$ cat src/rtl/keypad_pkg.sv
// rtl/keypad_pkg.sv - shared types, key map and snapshot helpers for the keypad scanner
package keypad_pkg;

    localparam int NUM_COLS = 4;
    localparam int NUM_ROWS = 4;

    typedef enum logic [1:0] {
        ST_IDLE    = 2'd0,
        ST_PRESSED = 2'd1,
        ST_MULTI   = 2'd2
    } state_t;

    // Snapshot bit 4*col+row -> hex legend; nibble i of this constant is bit i's key.
    localparam logic [63:0] KEY_MAP = 64'hDCBA_E963_F852_0741;

    function automatic logic [4:0] popcount16(input logic [15:0] v);
        logic [4:0] n;
        n = '0;
        for (int i = 0; i < 16; i++) begin
            n = n + 5'(v[i]);
        end
        return n;
    endfunction

    function automatic logic [3:0] onehot_index(input logic [15:0] v);
        logic [3:0] idx;
        idx = '0;
        for (int i = 0; i < 16; i++) begin
            if (v[i]) begin
                idx = 4'(i);
            end
        end
        return idx;
    endfunction

    function automatic logic [3:0] key_lookup(input logic [3:0] idx);
        return KEY_MAP[{idx, 2'b00} +: 4];
    endfunction

endpackage

$ cat src/rtl/GenericCounter.sv
// rtl/GenericCounter.sv - free-running 0..COUNTER_MAX counter with terminal-count strobe
module GenericCounter #(
    parameter int COUNTER_WIDTH = 4,
    parameter int COUNTER_MAX   = 9
) (
    input  logic clk,
    input  logic reset,
    input  logic enable,
    output logic trig
);

    logic [COUNTER_WIDTH-1:0] count;

    always_ff @(posedge clk) begin
        if (reset) begin
            count <= '0;
        end else if (enable) begin
            if (count == COUNTER_WIDTH'(COUNTER_MAX)) begin
                count <= '0;
            end else begin
                count <= count + COUNTER_WIDTH'(1);
            end
        end
    end

    assign trig = enable && (count == COUNTER_WIDTH'(COUNTER_MAX));

endmodule

$ cat src/rtl/keypad_debounce.sv
// rtl/keypad_debounce.sv - whole-keypad frame debouncer: accepts a snapshot after N identical frames
module keypad_debounce
    import keypad_pkg::*;
#(
    parameter int DEBOUNCE_FRAMES = 4
) (
    input  logic        clk,
    input  logic        reset,
    input  logic        frame_tick,
    input  logic [15:0] frame_data,
    output logic        accept,
    output logic [15:0] snapshot
);

    localparam int CW = $clog2(DEBOUNCE_FRAMES + 1);

    logic [15:0]   prev;
    logic [15:0]   accepted;
    logic [CW-1:0] stable_cnt;
    logic [CW-1:0] next_cnt;

    // Saturating at DEBOUNCE_FRAMES re-accepts every further stable frame, which the FSM treats as a no-op.
    always_comb begin
        next_cnt = stable_cnt;
        if (frame_data != prev) begin
            next_cnt = CW'(1);
        end else if (stable_cnt != CW'(DEBOUNCE_FRAMES)) begin
            next_cnt = stable_cnt + CW'(1);
        end
    end

    assign accept   = frame_tick && (next_cnt == CW'(DEBOUNCE_FRAMES));
    assign snapshot = accept ? frame_data : accepted;

    always_ff @(posedge clk) begin
        if (reset) begin
            prev       <= '0;
            stable_cnt <= '0;
            accepted   <= '0;
        end else if (frame_tick) begin
            prev       <= frame_data;
            stable_cnt <= next_cnt;
            if (accept) begin
                accepted <= frame_data;
            end
        end
    end

endmodule

$ cat src/rtl/keypad_scanner.sv
// rtl/keypad_scanner.sv - 4x4 hex keypad column scanner with debounced key code and valid pulse
// Build macro KEYPAD_AUTOREPEAT_EN adds auto-repeat of KEY_VALID while a single key stays held.
module keypad_scanner
    import keypad_pkg::*;
#(
    parameter int SCAN_DIV        = 99999,
    parameter int DEBOUNCE_FRAMES = 4,
    parameter int REPEAT_FRAMES   = 125
) (
    input  logic       CLK,
    input  logic       RESET,
    input  logic [3:0] ROW_IN,
    output logic [3:0] COL_OUT,
    output logic [3:0] KEY_CODE,
    output logic       KEY_VALID,
    output logic       KEY_DOWN
);

    if (SCAN_DIV < 3 || DEBOUNCE_FRAMES < 1 || REPEAT_FRAMES < 1) begin : g_bad_params
        $error("keypad_scanner: parameter out of range");
    end

    logic [3:0]  row_meta;
    logic [3:0]  row_sync;
    logic [1:0]  col;
    logic [11:0] snap_lo;
    logic        tick;
    logic        frame_tick;
    logic        accept;
    logic [15:0] frame_data;
    logic [15:0] acc_snap;
    logic [4:0]  n_keys;
    logic [3:0]  hit_idx;
    logic [3:0]  held_idx;
    state_t      state;

`ifdef KEYPAD_AUTOREPEAT_EN
    localparam int REP_W = $clog2(REPEAT_FRAMES + 1);
    logic [REP_W-1:0] rep_cnt;
`endif

    GenericCounter #(
        .COUNTER_WIDTH ($clog2(SCAN_DIV + 1)),
        .COUNTER_MAX   (SCAN_DIV)
    ) u_dwell (
        .clk    (CLK),
        .reset  (RESET),
        .enable (1'b1),
        .trig   (tick)
    );

    always_ff @(posedge CLK) begin
        if (RESET) begin
            row_meta <= 4'hF;
            row_sync <= 4'hF;
        end else begin
            row_meta <= ROW_IN;
            row_sync <= row_meta;
        end
    end

    // Rows are sampled at the end of each column's dwell, long after the strobe and synchronizer settle.
    always_ff @(posedge CLK) begin
        if (RESET) begin
            col     <= 2'd0;
            COL_OUT <= 4'b1110;
            snap_lo <= '0;
        end else if (tick) begin
            case (col)
                2'd0:    snap_lo[3:0]  <= ~row_sync;
                2'd1:    snap_lo[7:4]  <= ~row_sync;
                2'd2:    snap_lo[11:8] <= ~row_sync;
                default: ;
            endcase
            col     <= col + 2'd1;
            COL_OUT <= {COL_OUT[2:0], COL_OUT[3]};
        end
    end

    assign frame_tick = tick && (col == 2'd3);
    assign frame_data = {~row_sync, snap_lo};

    keypad_debounce #(
        .DEBOUNCE_FRAMES (DEBOUNCE_FRAMES)
    ) u_debounce (
        .clk        (CLK),
        .reset      (RESET),
        .frame_tick (frame_tick),
        .frame_data (frame_data),
        .accept     (accept),
        .snapshot   (acc_snap)
    );

    assign n_keys  = popcount16(acc_snap);
    assign hit_idx = onehot_index(acc_snap);

    always_ff @(posedge CLK) begin
        if (RESET) begin
            state     <= ST_IDLE;
            KEY_CODE  <= '0;
            KEY_VALID <= 1'b0;
            KEY_DOWN  <= 1'b0;
            held_idx  <= '0;
`ifdef KEYPAD_AUTOREPEAT_EN
            rep_cnt   <= '0;
`endif
        end else begin
            KEY_VALID <= 1'b0;
            if (accept) begin
                case (state)
                    ST_IDLE: begin
                        if (n_keys == 5'd1) begin
                            state     <= ST_PRESSED;
                            KEY_CODE  <= key_lookup(hit_idx);
                            held_idx  <= hit_idx;
                            KEY_VALID <= 1'b1;
                            KEY_DOWN  <= 1'b1;
`ifdef KEYPAD_AUTOREPEAT_EN
                            rep_cnt   <= '0;
`endif
                        end else if (n_keys != 5'd0) begin
                            state <= ST_MULTI;
                        end
                    end
                    ST_PRESSED: begin
                        if (n_keys == 5'd0) begin
                            state    <= ST_IDLE;
                            KEY_DOWN <= 1'b0;
`ifdef KEYPAD_AUTOREPEAT_EN
                            rep_cnt  <= '0;
`endif
                        end else if (n_keys != 5'd1 || hit_idx != held_idx) begin
                            // A roll to another key must pass through an all-released frame to report it.
                            state    <= ST_MULTI;
                            KEY_DOWN <= 1'b0;
`ifdef KEYPAD_AUTOREPEAT_EN
                            rep_cnt  <= '0;
                        end else if (rep_cnt == REP_W'(REPEAT_FRAMES - 1)) begin
                            rep_cnt   <= '0;
                            KEY_VALID <= 1'b1;
                        end else begin
                            rep_cnt <= rep_cnt + REP_W'(1);
`endif
                        end
                    end
                    ST_MULTI: begin
                        if (n_keys == 5'd0) begin
                            state <= ST_IDLE;
                        end
                    end
                    default: state <= ST_IDLE;
                endcase
            end
        end
    end

endmodule

$ cat config.mk
export PLATFORM = sky130hd
export DESIGN_NAME = keypad_scanner
export DESIGN_NICKNAME = d
export VERILOG_FILES = /design/src/rtl/keypad_pkg.sv /design/src/rtl/GenericCounter.sv /design/src/rtl/keypad_debounce.sv /design/src/rtl/keypad_scanner.sv
export SDC_FILE = /design/constraint.sdc
export NUM_CORES = 1
export LEC_CHECK = 0
export BUFFER_PORTS_ARGS = -buffer_cell sky130_fd_sc_hd__buf_2
export CAP_MARGIN = 10
export CORE_MARGIN = 2
export CORE_UTILIZATION = 40
export DETAILED_ROUTE_END_ITERATION = 8
export GPL_ROUTABILITY_DRIVEN = 1
export HOLD_SLACK_MARGIN = 0.1
export SLEW_MARGIN = 10
export SYNTH_ARGS = -nofsm -noshare
export SYNTH_HDL_FRONTEND = slang
export SYNTH_SLANG_ARGS = --single-unit
$ cat constraint.sdc
create_clock -name CLK -period 7.31 [get_ports CLK]
set_clock_uncertainty 0.2 [all_clocks]
set_input_delay 0 -clock CLK [delete_from_list [all_inputs] [get_ports CLK]]
set_output_delay 0 -clock CLK [all_outputs]
set_load 0.02 [all_outputs]
**Yosys cells after proc, flatten, opt, wreduce, memory -nomap -nowiden**

Cells that the tools add are included.

- Add/subtract/negate cells: 18
- Equal/unequal tests: 16
- Shift operators: 1
- Mux-type cells: 29
- Bitwise logic cells: 3
- Reductions and logical operators: 16

Operator list:

| kind | number |
|---|---|
| $shiftx 64x7->4 const A | 1 |
| $mux 4 | 14 |
| $add 5x1->5 | 11 |
| $add 17x1->17 const B | 1 |
| $eq 17x17->1 const B | 1 |
| $mux 16 | 1 |
| $ne 16x16->1 | 1 |
| $mux 2 | 5 |
| $ne 3x3->1 const B | 3 |
| $reduce_and 4->1 | 2 |
| $eq 2x2->1 const B | 3 |
| $mux 3 | 2 |
| $pmux 2 s3 | 1 |
| $reduce_and 2->1 | 3 |
| $add 4x1->5 | 1 |
| $eq 5x1->1 const B | 1 |
| $logic_not 5->1 | 1 |
| $mux 1 | 5 |
| $ne 5x1->1 const B | 1 |
| $reduce_bool 5->1 | 1 |
| $add 3x1->4 | 1 |
| $eq 2x1->1 const B | 2 |
| $logic_not 2->1 | 2 |
| $ne 2x2->1 const B | 2 |
| other kinds (15) | 17 |

- Register bits: 90
- Output and inout port bits: 10
- Word-level logic and storage cells: 99

**Longest topological paths before layout**

Gate-level depths: netlist of run 1.

- Depth after elaboration: 26
- Gate-level depth with buffers: 28
- Depth with buffers taken out: 24

**Hierarchy**

From an unflattened synthesis of run 1, not the netlist that was laid out.

- Cells, all modules: 507
- Area, all modules: 4883.4 um^2

By module, submodules not included:

| module | times used | cells each | area each (um^2) | sequential area each (um^2) |
|---|---|---|---|---|
| keypad_scanner | 1 | 233 | 2150.8 | 760.7 |
| keypad_debounce | 1 | 185 | 1906.8 | 700.7 |
| GenericCounter | 1 | 89 | 825.8 | 340.3 |

**Worst setup path before layout of run 1**

Ideal clock, no wire load.

- Path type: register to register
- From: register u_dwell.count[9]
- To: register KEY_CODE[0]
- Setup time: 70 ps
- Arrival: 6217 ps
- Path slack: 823 ps
- Stages on the path, launching flop included: 24
- Path buffers: 5
- Cell sequence: dfxtp_1 > or4b_1 > nor4_4 > nand2_2 > nor3_2 > buf_6 > buf_8 > buf_2 > buf_2 > mux2i_1 > fa_1 > fa_1 > fa_1 > fa_1 > inv_1 > ha_1 > fa_1 > nor3_1 > nand2_1 > nor2_1 > and3_1 > clkbuf_1 > o311ai_0 > a21oi_1

- Cells in the longest elaborated chain, start to end: 21

Ends and longest elaborated chain:

| what | RTL line | RTL |
|---|---|---|
| from (decl) | GenericCounter.sv:12 | `logic [COUNTER_WIDTH-1:0] count;` |
| from (signal assigned) | GenericCounter.sv:21 | `count <= count + COUNTER_WIDTH'(1);` |
| $eq 17x17->1 * | GenericCounter.sv:26 | `assign trig = enable && (count == COUNTER_WIDTH'(COUNTER_MAX));` |
| $logic_and 1x1->1 * | keypad_scanner.sv:80 | `assign frame_tick = tick && (col == 2'd3);` |
| $logic_and 1x1->1 * | keypad_debounce.sv:32 | `assign accept = frame_tick && (next_cnt == CW'(DEBOUNCE_FRAMES));` |
| $mux 16 | - |  |
| $add 1x1->2 | keypad_pkg.sv:20 | `n = n + 5'(v[i]);` |
| $add 2x1->3 | keypad_pkg.sv:20 |  |
| $add 3x1->4 | keypad_pkg.sv:20 |  |
| $add 4x1->5 | keypad_pkg.sv:20 |  |
| $add 5x1->5 (11 in series) | keypad_pkg.sv:20 |  |
| $eq 5x1->1 | keypad_scanner.sv:112 | `if (n_keys == 5'd1) begin` |
| $reduce_and 3->1 (no line) | - |  |
| to (signal assigned) | keypad_scanner.sv:114 | `KEY_CODE <= key_lookup(hit_idx);` |
| to (decl) | keypad_scanner.sv:14 | `output logic [3:0] KEY_CODE,` |

Every way passes the cells marked *; elsewhere a longest branch is shown, timed or not.
A chain may end at the register's enable or synchronous reset.

**Worst setup path in the final report of run 1**

- From: register row_sync[2]
- To: register KEY_CODE[0]

- Cells in the longest elaborated chain, start to end: 23

Ends and longest elaborated chain:

| what | RTL line | RTL |
|---|---|---|
| from (decl) | keypad_scanner.sv:24 | `logic [3:0] row_sync;` |
| from (signal assigned) | keypad_scanner.sv:58 | `row_sync <= row_meta;` |
| $not 4->4 * | keypad_scanner.sv:81 | `assign frame_data = {~row_sync, snap_lo};` |
| $ne 16x16->1 | keypad_debounce.sv:25 | `if (frame_data != prev) begin` |
| $mux 3 | keypad_debounce.sv:25 |  |
| $eq 3x3->1 | keypad_debounce.sv:32 |  |
| $logic_and 1x1->1 | keypad_debounce.sv:32 |  |
| $mux 16 | - |  |
| $add 1x1->2 | keypad_pkg.sv:20 |  |
| $add 2x1->3 | keypad_pkg.sv:20 |  |
| $add 3x1->4 | keypad_pkg.sv:20 |  |
| $add 4x1->5 | keypad_pkg.sv:20 |  |
| $add 5x1->5 (11 in series) | keypad_pkg.sv:20 |  |
| $eq 5x1->1 | keypad_scanner.sv:112 |  |
| $reduce_and 3->1 (no line) | - |  |

Marked as above.

==> flow_metrics.py, run 1 <==
metrics = {
    "logic_synthesis": {
        "yosysWarnings": 0,
        "seq_area_frac_synth": 0.394,
        "netlist_instances": 535,
        "ys.flop_type": "dfxtp_1",
        "async_flop_share": 0,
        "ys_ff_latch": 90,
        "synthesis.area_mm2": 0.00457,
        "ys_types": 59,
        "syn_area_per_cell_um2": 8.54,
        "synth_fp_nets": 566,
        "synth-edff-count": 0,
    },
    "global_routing": {
        "grt_pass1_vias": 3452,
        "grt_pass1_wl_mm": 17.3,
        "grt-ovfl-total": 0,
        "antenna_found_initial": 0,
        "grt_max_degree": 79,
        "grt_usage": 0.174,
    },
    "clocking": {
        "cts_made_buffers": 9,
        "clockBufferDepth": 2,
        "cts_resized": 0,
        "path_clk_slew_ns": 0.06,
        "clk_latency_ns": 0.35,
        "cts_tree": "built",
        "root_buffer": "clkbuf_16",
        "htreeDepth": 3,
        "cts_sinks": 90,
    },
    "critical_path": {
        "critPathArrivalTime_ns": 6.80,
        "crit_start": "row_sync[2]",
        "r2r-start": "row_sync[2]",
        "critical_path_class": "reg -> reg",
        "crit_path_start_kind": "flip-flop",
        "crit_path_max_fanout": 22,
        "worstPathRequired_ns": 7.39,
        "end_kind": "flip-flop",
    },
    "hold_path": {
        "min-delay-start": "RESET",
        "hold_class": "in -> reg",
    },
    "pwr": {
        "peakVddDrop_mv": 0.151,
        "powerDensity_mw_per_mm2": 193,
        "cellLeakagePower_nw": 1.98,
    },
    "sta": {
        "rsz0062_at_grt": "false",
        "min_period_ns": 6.73,
        "setup_viol": 0,
        "tightest_slew_ns": 0.792,
        "hold_viol": 0,
        "timing.hold.ws_ns": 0.113,
        "fmax_mhz": 149,
        "max-slew-margin-rel": 0.472,
        "report.final.slew_viol_count": 0,
        "fin_crit_sh": 0.920,
        "tns_ns": 0,
    },
    "drt": {
        "antenna_left": 0,
        "firstDrtPassIters": 4,
        "num_vias": 3602,
        "wl_per_cell_um": 14.8,
        "initialDrtViolationCount": 238,
        "routed_via_density": 5.22,
        "wl_mm": 10.2,
        "drc": 0,
    },
    "final_layout": {
        "layout-drive-gt1-share": 0.115,
        "antenna_cells": 0,
        "final_cell_area_mm2": 0.00508,
        "area_growth_pct": 11.1,
        "fill_cells": 1078,
        "nNetsFinal": 574,
    },
    "placement": {
        "gp_congestion": 0.904,
        "placement.cell_area_mm2": 0.00475,
        "io_buffers": 15,
        "hpwlAfterDp_mm": 7.33,
    },
    "floorplan": {
        "dieHeight_um": 111,
        "die-area_mm2": 0.0123,
        "rows": 39,
        "start_util": 0.405,
        "core_mm2": 0.0113,
        "die_width_um": 111,
        "num_io_pins": 16,
    },
    "flow_run": {
        "drv_cap": 0,
    },
    "status": {
        "run_status": "complete, no violations",
    },
}
-- flip-flops by register name, summed over array words and instances, names as in the netlist --
register               cells
u_dwell.count             17
u_debounce.accepted       16
u_debounce.prev           16
snap_lo                   12
COL_OUT                    4
KEY_CODE                   4
held_idx                   4
row_meta                   4
row_sync                   4
u_debounce.stable_cnt      3
col                        2
state                      2
KEY_DOWN                   1
KEY_VALID                  1
-- layout make-up --
cell class | count | area [um2] | area share
clock buffer | 10 | 229 | 0.0451
clock inverter | 5 | 56.3 | 0.0111
inverter | 29 | 109 | 0.0214
multi-input combinational | 386 | 2530 | 0.498
sequential | 90 | 1800 | 0.355
tap | 143 | 179 | 0.0352
timing repair buffer | 27 | 175 | 0.0345
-- cells in the mapped netlist, drive strengths merged (2+ instances only) --
cell type | number | area share
dfxtp | 90 | 0.39
nor2 | 82 | 0.067
nand2 | 57 | 0.047
a21oi | 48 | 0.053
inv | 29 | 0.024
clkbuf | 23 | 0.019
xor2 | 22 | 0.042
mux2i | 17 | 0.038
ha | 15 | 0.041
nor4 | 13 | 0.021
nand3 | 11 | 0.012
fa | 10 | 0.044
o21ai | 10 | 0.012
xnor2 | 10 | 0.019
mux2 | 9 | 0.023
nor2b | 9 | 0.012
or2 | 9 | 0.012
nor3 | 8 | 0.011
buf | 7 | 0.011
nand4 | 7 | 0.0096
a31oi | 5 | 0.0082
o31ai | 5 | 0.0082
a211o | 4 | 0.0077
or3 | 4 | 0.0055
o21bai | 3 | 0.0049
a211oi | 2 | 0.0033
a21boi | 2 | 0.0033
and3 | 2 | 0.0027
nand4bb | 2 | 0.0049
nor3b | 2 | 0.0033
-- power by group --
part	total [mW]	switching, mW	internal [mW]
Sequential	0.496	0.00276	0.494
Combinational	0.0235	0.0148	0.00864
Clock	0.458	0.195	0.262
Total	0.978	0.213	0.765
-- critical path, cell delays in order (launching register included) --
cell      delay (ns)
dfxtp_1         0.63
xnor2_1         0.11
nor4_1          0.36
nand4_1         0.27
nor3_4          0.63
buf_4           0.39
mux2i_1         0.57
fa_1            0.52
fa_1            0.48
fa_1            0.49
inv_1           0.04
ha_1            0.19
fa_1            0.43
nor3_1          0.17
nand2_1         0.12
nor2_1          0.25
and3_1          0.40
o311ai_0        0.21
a21oi_1         0.17
-- routing by layer --
metal | track usage | share of wire | vias up
met5 | 0 | 0 | -
met4 | 0.0608 | 0.023 | 0
met3 | 0.0481 | 0.042 | 23
met2 | 0.271 | 0.45 | 85
met1 | 0.234 | 0.49 | 1679
li1 | - | - | 1815
-- final timing paths --
check	slack, ns	depth (start not counted)	endpoint
min	0.11	3	snap_lo[10]
max	0.58	18	KEY_CODE[0]
max reg2reg	0.58	18	KEY_CODE[0]
min reg2reg	0.21	1	row_sync[2]
-- placed cells by master, fill, tap and decap left out, types with 8 or more instances in the layout --
cell,synthesis,layout
ha_1,15,15
buf_4,0,8
dfxtp_1,90,90
o21ai_0,9,9
buf_2,4,15
a21oi_1,48,48
clkbuf_16,0,9
xnor2_1,10,10
nor4_1,12,12
nand3_1,11,11
xor2_1,22,22
mux2i_1,16,16
mux2_2,8,8
inv_1,29,29
nor2b_1,9,9
or2_2,9,9
nand2_1,56,56
nor2_1,82,82
fa_1,10,10
-- what timing repair did --
| action | 4_1_cts | 5_1_grt |
|---|---|---|
| hold buffers | 4 | 0 |
| endpoints found under the setup margin | 0 | 0 |
| hold endpoints to repair | 4 | 0 |
| setup buffers | 0 | 0 |
-- stage by stage --
| step | std cells | util | total power [mW] | worst slack [ns] |
|---|---|---|---|---|
| after floorplan | 535 | - | 0.523 | 0.823 |
| after global placement | 671 | 0.422 | 0.529 | 0.772 |
| after detailed placement | 671 | 0.422 | 0.530 | 0.598 |
| after CTS | 690 | 0.450 | 0.986 | 0.560 |
| after global routing | 690 | 0.450 | 1.01 | 0.0110 |
| final | 690 | 0.450 | 0.978 | 0.583 |
-- kinds of logic after synthesis --
kind of cell	after synthesis	share of synthesized area
muxes	26	0.0611
xor gates and xnor gates	32	0.0614
and+or+nand+nor	213	0.222
AOI/OAI and AO/OA	90	0.122
DFF	90	0.394
adders and majority gates	25	0.0849
buffers and inverters	59	0.0537
Note: power is estimated with default switching activity, not from simulation.
==> run 2: changes to the inputs <==
- PLACE_DENSITY: default -> 0.67
==> run 2 against run 1 <==
Critical endpoint unchanged. Worst hold slack got worse by 0.0091 ns. Via count fell by 0.72%. Critical path type unchanged. Non-clock buffer count did not move. Clock-buffer cell count did not move. Power rose by 5.0%. Critical path depth rose by 4. Sequential power barely moved. Maximum frequency rose by 1.4%. Design area rose by 0.81%.
==> flow_metrics.py, run 2 (synthesis gave the netlist of run 1 again) <==
metrics = {
    "hold_path": {
        "hold_class": "in -> reg",
    },
    "final_layout": {
        "layout-drive-gt1-share": 0.119,
        "largest_reg_flops": 17,
        "final_cell_area_mm2": 0.00512,
        "final_common_cell": "dfxtp_1",
        "top_regs": "u_dwell.count (17), u_debounce.accepted (16), u_debounce.prev (16)",
        "layout_common_cells": "dfxtp_1, nor2_1, nand2_1, a21oi_1, inv_1",
        "area_growth_pct": 12.1,
        "nNetsFinal": 574,
        "regMostFlops": "u_dwell.count",
        "fill_cells": 1054,
        "antenna_cells": 0,
    },
    "sta": {
        "fin_crit_sh": 0.908,
        "hold_viol": 0,
        "setup_viol": 0,
        "min_period_ns": 6.64,
        "report.final.slew_viol_count": 0,
        "max-slew-margin-rel": 0.466,
        "fmax_mhz": 151,
        "timing.hold.ws_ns": 0.104,
        "setup_ws_ns": 0.674,
        "rsz0062_at_grt": "false",
        "tns_ns": 0,
        "tightest_slew_ns": 0.801,
    },
    "pwr": {
        "p_total_mw": 1.03,
        "peakVddDrop_mv": 0.135,
        "powerDensity_mw_per_mm2": 201,
        "cellLeakagePower_nw": 2.00,
    },
    "clocking": {
        "cts_sinks": 90,
        "cts_setup_buffers": 0,
        "clk_latency_ns": 0.34,
        "htreeDepth": 3,
        "root_buffer": "clkbuf_16",
        "cts_made_buffers": 9,
        "cts_hold_buf": 4,
        "cts_tree": "built",
        "cts_resized": 0,
        "clockBufferDepth": 2,
        "path_clk_slew_ns": 0.07,
    },
    "global_routing": {
        "grt-ovfl-total": 0,
        "grt_pass1_wl_mm": 16.7,
        "grt_max_degree": 79,
        "antenna_found_initial": 0,
        "grt_pass1_vias": 3485,
        "grt_usage": 0.166,
    },
    "placement": {
        "placement.cell_area_mm2": 0.00475,
        "hpwlAfterDp_mm": 6.94,
        "gp_congestion": 0.794,
        "pre_cts_ws_ns": 0.685,
        "io_buffers": 15,
    },
    "critical_path": {
        "r2r_setup_slack_ns": 0.67,
        "crit_path_start_kind": "flip-flop",
        "critPathArrivalTime_ns": 6.71,
        "worstPathRequired_ns": 7.38,
        "end_kind": "flip-flop",
        "crit_path_max_fanout": 36,
        "critical_path_class": "reg -> reg",
    },
    "drt": {
        "routed_via_density": 5.18,
        "wl_per_cell_um": 14.2,
        "firstDrtPassIters": 4,
        "drc": 0,
        "antenna_left": 0,
        "initialDrtViolationCount": 257,
        "wl_mm": 9.80,
        "num_vias": 3576,
    },
    "floorplan": {
        "num_io_pins": 16,
        "start_util": 0.405,
        "core_mm2": 0.0113,
        "die-area_mm2": 0.0123,
        "die_width_um": 111,
        "dieHeight_um": 111,
        "rows": 39,
    },
    "flow_run": {
        "drv_cap": 0,
    },
    "status": {
        "run_status": "complete, no violations",
    },
}
-- run 2: changes by cell type in the layout (fill, tap and decap cells not counted), sizes merged --
| cell | delta |
|---|---|
| inv | +2 |
| bufinv | +1 |
| clkinv | -1 |
| clkinvlp | -1 |
-- run 2: final cells by class --
type                       instances  area (um2)  share of cell area
tap                              143         179              0.0350
clock buffer                      10         239              0.0467
sequential                        90        1800               0.352
inverter                          29         109              0.0213
clock inverter                     6        87.6              0.0171
multi-input combinational        386        2530               0.494
timing repair buffer              27         175              0.0342
-- run 2: routing by layer --
layer | share of wire | global-route usage | up-vias
met4 | 0.023 | 0.0608 | 0
met2 | 0.48 | 0.280 | 72
met1 | 0.45 | 0.211 | 1667
met5 | 0 | 0 | -
met3 | 0.046 | 0.0355 | 15
li1 | - | - | 1822
-- run 2: worst paths after layout --
check / start / end / cells past startpoint
worst max-delay path: u_dwell.count[0] / KEY_CODE[0] / 22
worst min-delay path: RESET / COL_OUT[0] / 3
worst max register to register: u_dwell.count[0] / KEY_CODE[0] / 22
worst min register to register: row_meta[0] / row_sync[0] / 1
-- run 2: critical path, stage by stage (launching register included) --
cell	delay, ns
dfxtp_1	0.36
ha_1	0.22
nand4_1	0.20
nor4_4	0.31
buf_4	0.24
nand2_2	0.10
nor3_4	0.10
buf_4	0.43
mux2_2	0.42
fa_1	0.54
inv_1	0.05
fa_1	0.45
fa_1	0.48
fa_1	0.49
inv_1	0.04
ha_1	0.19
fa_1	0.43
nor3_1	0.17
nand2_1	0.12
nor2_1	0.25
and3_1	0.39
o311ai_0	0.20
a21oi_1	0.16
-- run 2: through the flow --
| step | std cells | util |
|---|---|---|
| finish | 691 | 0.454 |
| global route | 691 | 0.454 |
| CTS | 691 | 0.454 |
| detailed placement | 671 | 0.422 |
| global placement | 671 | 0.422 |
| floorplan | 535 | - |
-- run 2: where the power goes --
part | total, mW | internal, mW | leakage (nW) | switching, mW
sequential | 0.496 | 0.494 | 0.727 | 0.00225
combinational | 0.0247 | 0.00896 | 1.11 | 0.0157
clock | 0.506 | 0.310 | 0.163 | 0.196
==> run 3: changes to the inputs <==
- CAP_MARGIN: 10 -> 40
- RECOVER_POWER: default -> 25
==> run 3 against run 2 <==
The flow now finishes with violations (max-capacitance violations, max-slew violations). Setup slack worse by 0.049 ns. First-iteration DRC count is 4.3% higher. Clock-buffer cell count stayed put. Combinational power hardly changed. Final cell count is the same. Utilization shrank 0.14 points. Routed wire length increased by 0.19%. Die area unchanged. Critical path type unchanged. Critical endpoint is now KEY_CODE[1]. Largest cell class unchanged. Largest power group unchanged.
==> flow_metrics.py, run 3 (synthesis gave the netlist of run 1 again) <==
metrics = {
    "final_layout": {
        "area_growth_pct": 11.7,
        "multi_input_area_mm2": 0.00253,
        "final_cell_area_mm2": 0.00510,
        "nNetsFinal": 574,
        "final_common_cell": "dfxtp_1",
        "regArea_mm2": 0.00180,
        "largest_reg_flops": 17,
        "layout-drive-gt1-share": 0.0985,
        "top_regs": "u_dwell.count (17), u_debounce.accepted (16), u_debounce.prev (16)",
        "layout.cells.non_filler": 691,
        "regMostFlops": "u_dwell.count",
        "fill_cells": 1062,
        "antenna_cells": 0,
        "layout_common_cells": "dfxtp_1, nor2_1, nand2_1, a21oi_1, inv_1",
    },
    "global_routing": {
        "grt_max_degree": 79,
        "grt-ovfl-total": 0,
        "grt_pass1_vias": 3485,
        "grt_usage": 0.166,
        "antenna_found_initial": 0,
        "grt_pass1_wl_mm": 16.7,
    },
    "sta": {
        "rsz0062_at_grt": "false",
        "tightest_slew_ns": 3.36,
        "hold_viol": 0,
        "setup_ws_ns": 0.625,
        "min_period_ns": 6.68,
        "fin_crit_sh": 0.914,
        "max-slew-margin-rel": -1.24,
        "fmax_mhz": 150,
        "tns_ns": 0,
        "setup_viol": 0,
        "report.final.slew_viol_count": 79,
    },
    "critical_path": {
        "cp_cell_sequence": "ha_1, nand4_1, nor4_4, buf_4, nand2_2, nor3_4, buf_4, mux2_2, fa_1, inv_1, fa_1, fa_1, fa_1, inv_1, ha_1, fa_1, nor3_1, nand2_1, nor2_1, nand3_1, nand3b_1, o31ai_1",
        "cp_top_family": "adder cells",
        "crit_path_max_fanout": 36,
        "r2r_cells": 22,
        "end_kind": "flip-flop",
        "critical_path_class": "reg -> reg",
        "cp_common_cell": "fa_1",
        "cp_num_cells": 22,
        "slowest_stage": "fa_1",
        "worstPathRequired_ns": 7.20,
        "critPathBufInv": 4,
        "crit_start": "u_dwell.count[0]",
        "crit_path_start_kind": "flip-flop",
        "critPathCapture": "KEY_CODE[1]",
        "r2r_setup_slack_ns": 0.63,
        "max_stage_delay_ns": 0.54,
        "critPathArrivalTime_ns": 6.58,
        "r2r-start": "u_dwell.count[0]",
        "reg2reg_to": "KEY_CODE[1]",
    },
    "hold_path": {
        "hold_class": "in -> reg",
    },
    "clocking": {
        "cts_resized": 0,
        "cts_sinks": 90,
        "path_clk_slew_ns": 0.07,
        "cts_tree": "built",
        "cts_made_buffers": 9,
        "clk_latency_ns": 0.34,
        "clockBufferDepth": 2,
        "htreeDepth": 3,
        "root_buffer": "clkbuf_16",
    },
    "floorplan": {
        "num_io_pins": 16,
        "dieHeight_um": 111,
        "die-area_mm2": 0.0123,
        "rows": 39,
        "die_width_um": 111,
        "core_mm2": 0.0113,
        "start_util": 0.405,
    },
    "drt": {
        "wl_mm": 9.82,
        "wl_per_cell_um": 14.2,
        "firstDrtPassIters": 4,
        "num_vias": 3580,
        "antenna_left": 0,
        "routed_via_density": 5.18,
        "initialDrtViolationCount": 268,
        "drc": 0,
    },
    "placement": {
        "hpwlAfterDp_mm": 6.94,
        "gp_congestion": 0.794,
        "placement.cell_area_mm2": 0.00475,
        "io_buffers": 15,
        "pre_cts_ws_ns": 0.685,
        "dpl.cell_count": 671,
    },
    "pwr": {
        "powerDensity_mw_per_mm2": 201,
        "peakVddDrop_mv": 0.135,
        "cellLeakagePower_nw": 1.96,
        "p_total_mw": 1.03,
    },
    "status": {
        "run_status": "finished, violations left",
        "violations": "max-capacitance violations, max-slew violations",
    },
    "flow_run": {
        "drv_cap": 1,
    },
}
run 3: report_power, final:
group          switching, mW  internal, mW  total (mW)
sequential           0.00225         0.494       0.496
combinational         0.0157       0.00893      0.0246
clock                  0.196         0.310       0.506
total                  0.214         0.813        1.03
run 3: tightest hold or removal path: stages:
cell and delay (ns):
dlygate4sd3_1 0.51, buf_2 0.09, or2_2 0.08
run 3: cell type report:
cell class,instances,share of cell area
Sequential cell,90,0.353
Tap cell,143,0.0351
Clock buffer,10,0.0468
Multi-Input combinational cell,386,0.495
Inverter,29,0.0213
Timing Repair Buffer,27,0.0311
Clock inverter,6,0.0172
run 3: what timing repair did:
item / 4_1_cts / 5_1_grt
buffers inserted: 0 / 0
endpoints found under the hold margin: 4 / 0
hold buffers: 4 / 0
run 3: worst min-delay path by stage:
stage                     startpoint           to  slack (ns)  cells past startpoint
after floorplan            ROW_IN[0]  row_meta[0]        -0.1                      1
after global placement     ROW_IN[0]  row_meta[0]       -0.02                      2
after detailed placement   ROW_IN[2]  row_meta[2]       -0.02                      2
after CTS                      RESET       col[1]        0.12                      3
after global routing       ROW_IN[0]  row_meta[0]        0.18                      3
final                      ROW_IN[2]  row_meta[2]        0.17                      3
run 3: through the flow:
step / hold WS (ns) / utilization
2_1_floorplan: -0.0962 / -
6_report: 0.172 / 0.453
4_1_cts: 0.115 / 0.454
5_1_grt: 0.180 / 0.453
3_5_place_dp: -0.0155 / 0.422
3_3_place_gp: -0.0186 / 0.422
run 3: metal layers:
metal  vias up  GRT usage  share of wire  routed length (um)
li1       1823          -              -                   -
met1      1670      0.211           0.46                4470
met2        72      0.280           0.47                4660
met3        15     0.0355          0.047                 461
met4         0     0.0608          0.023                 223
met5         -          0              0                   0
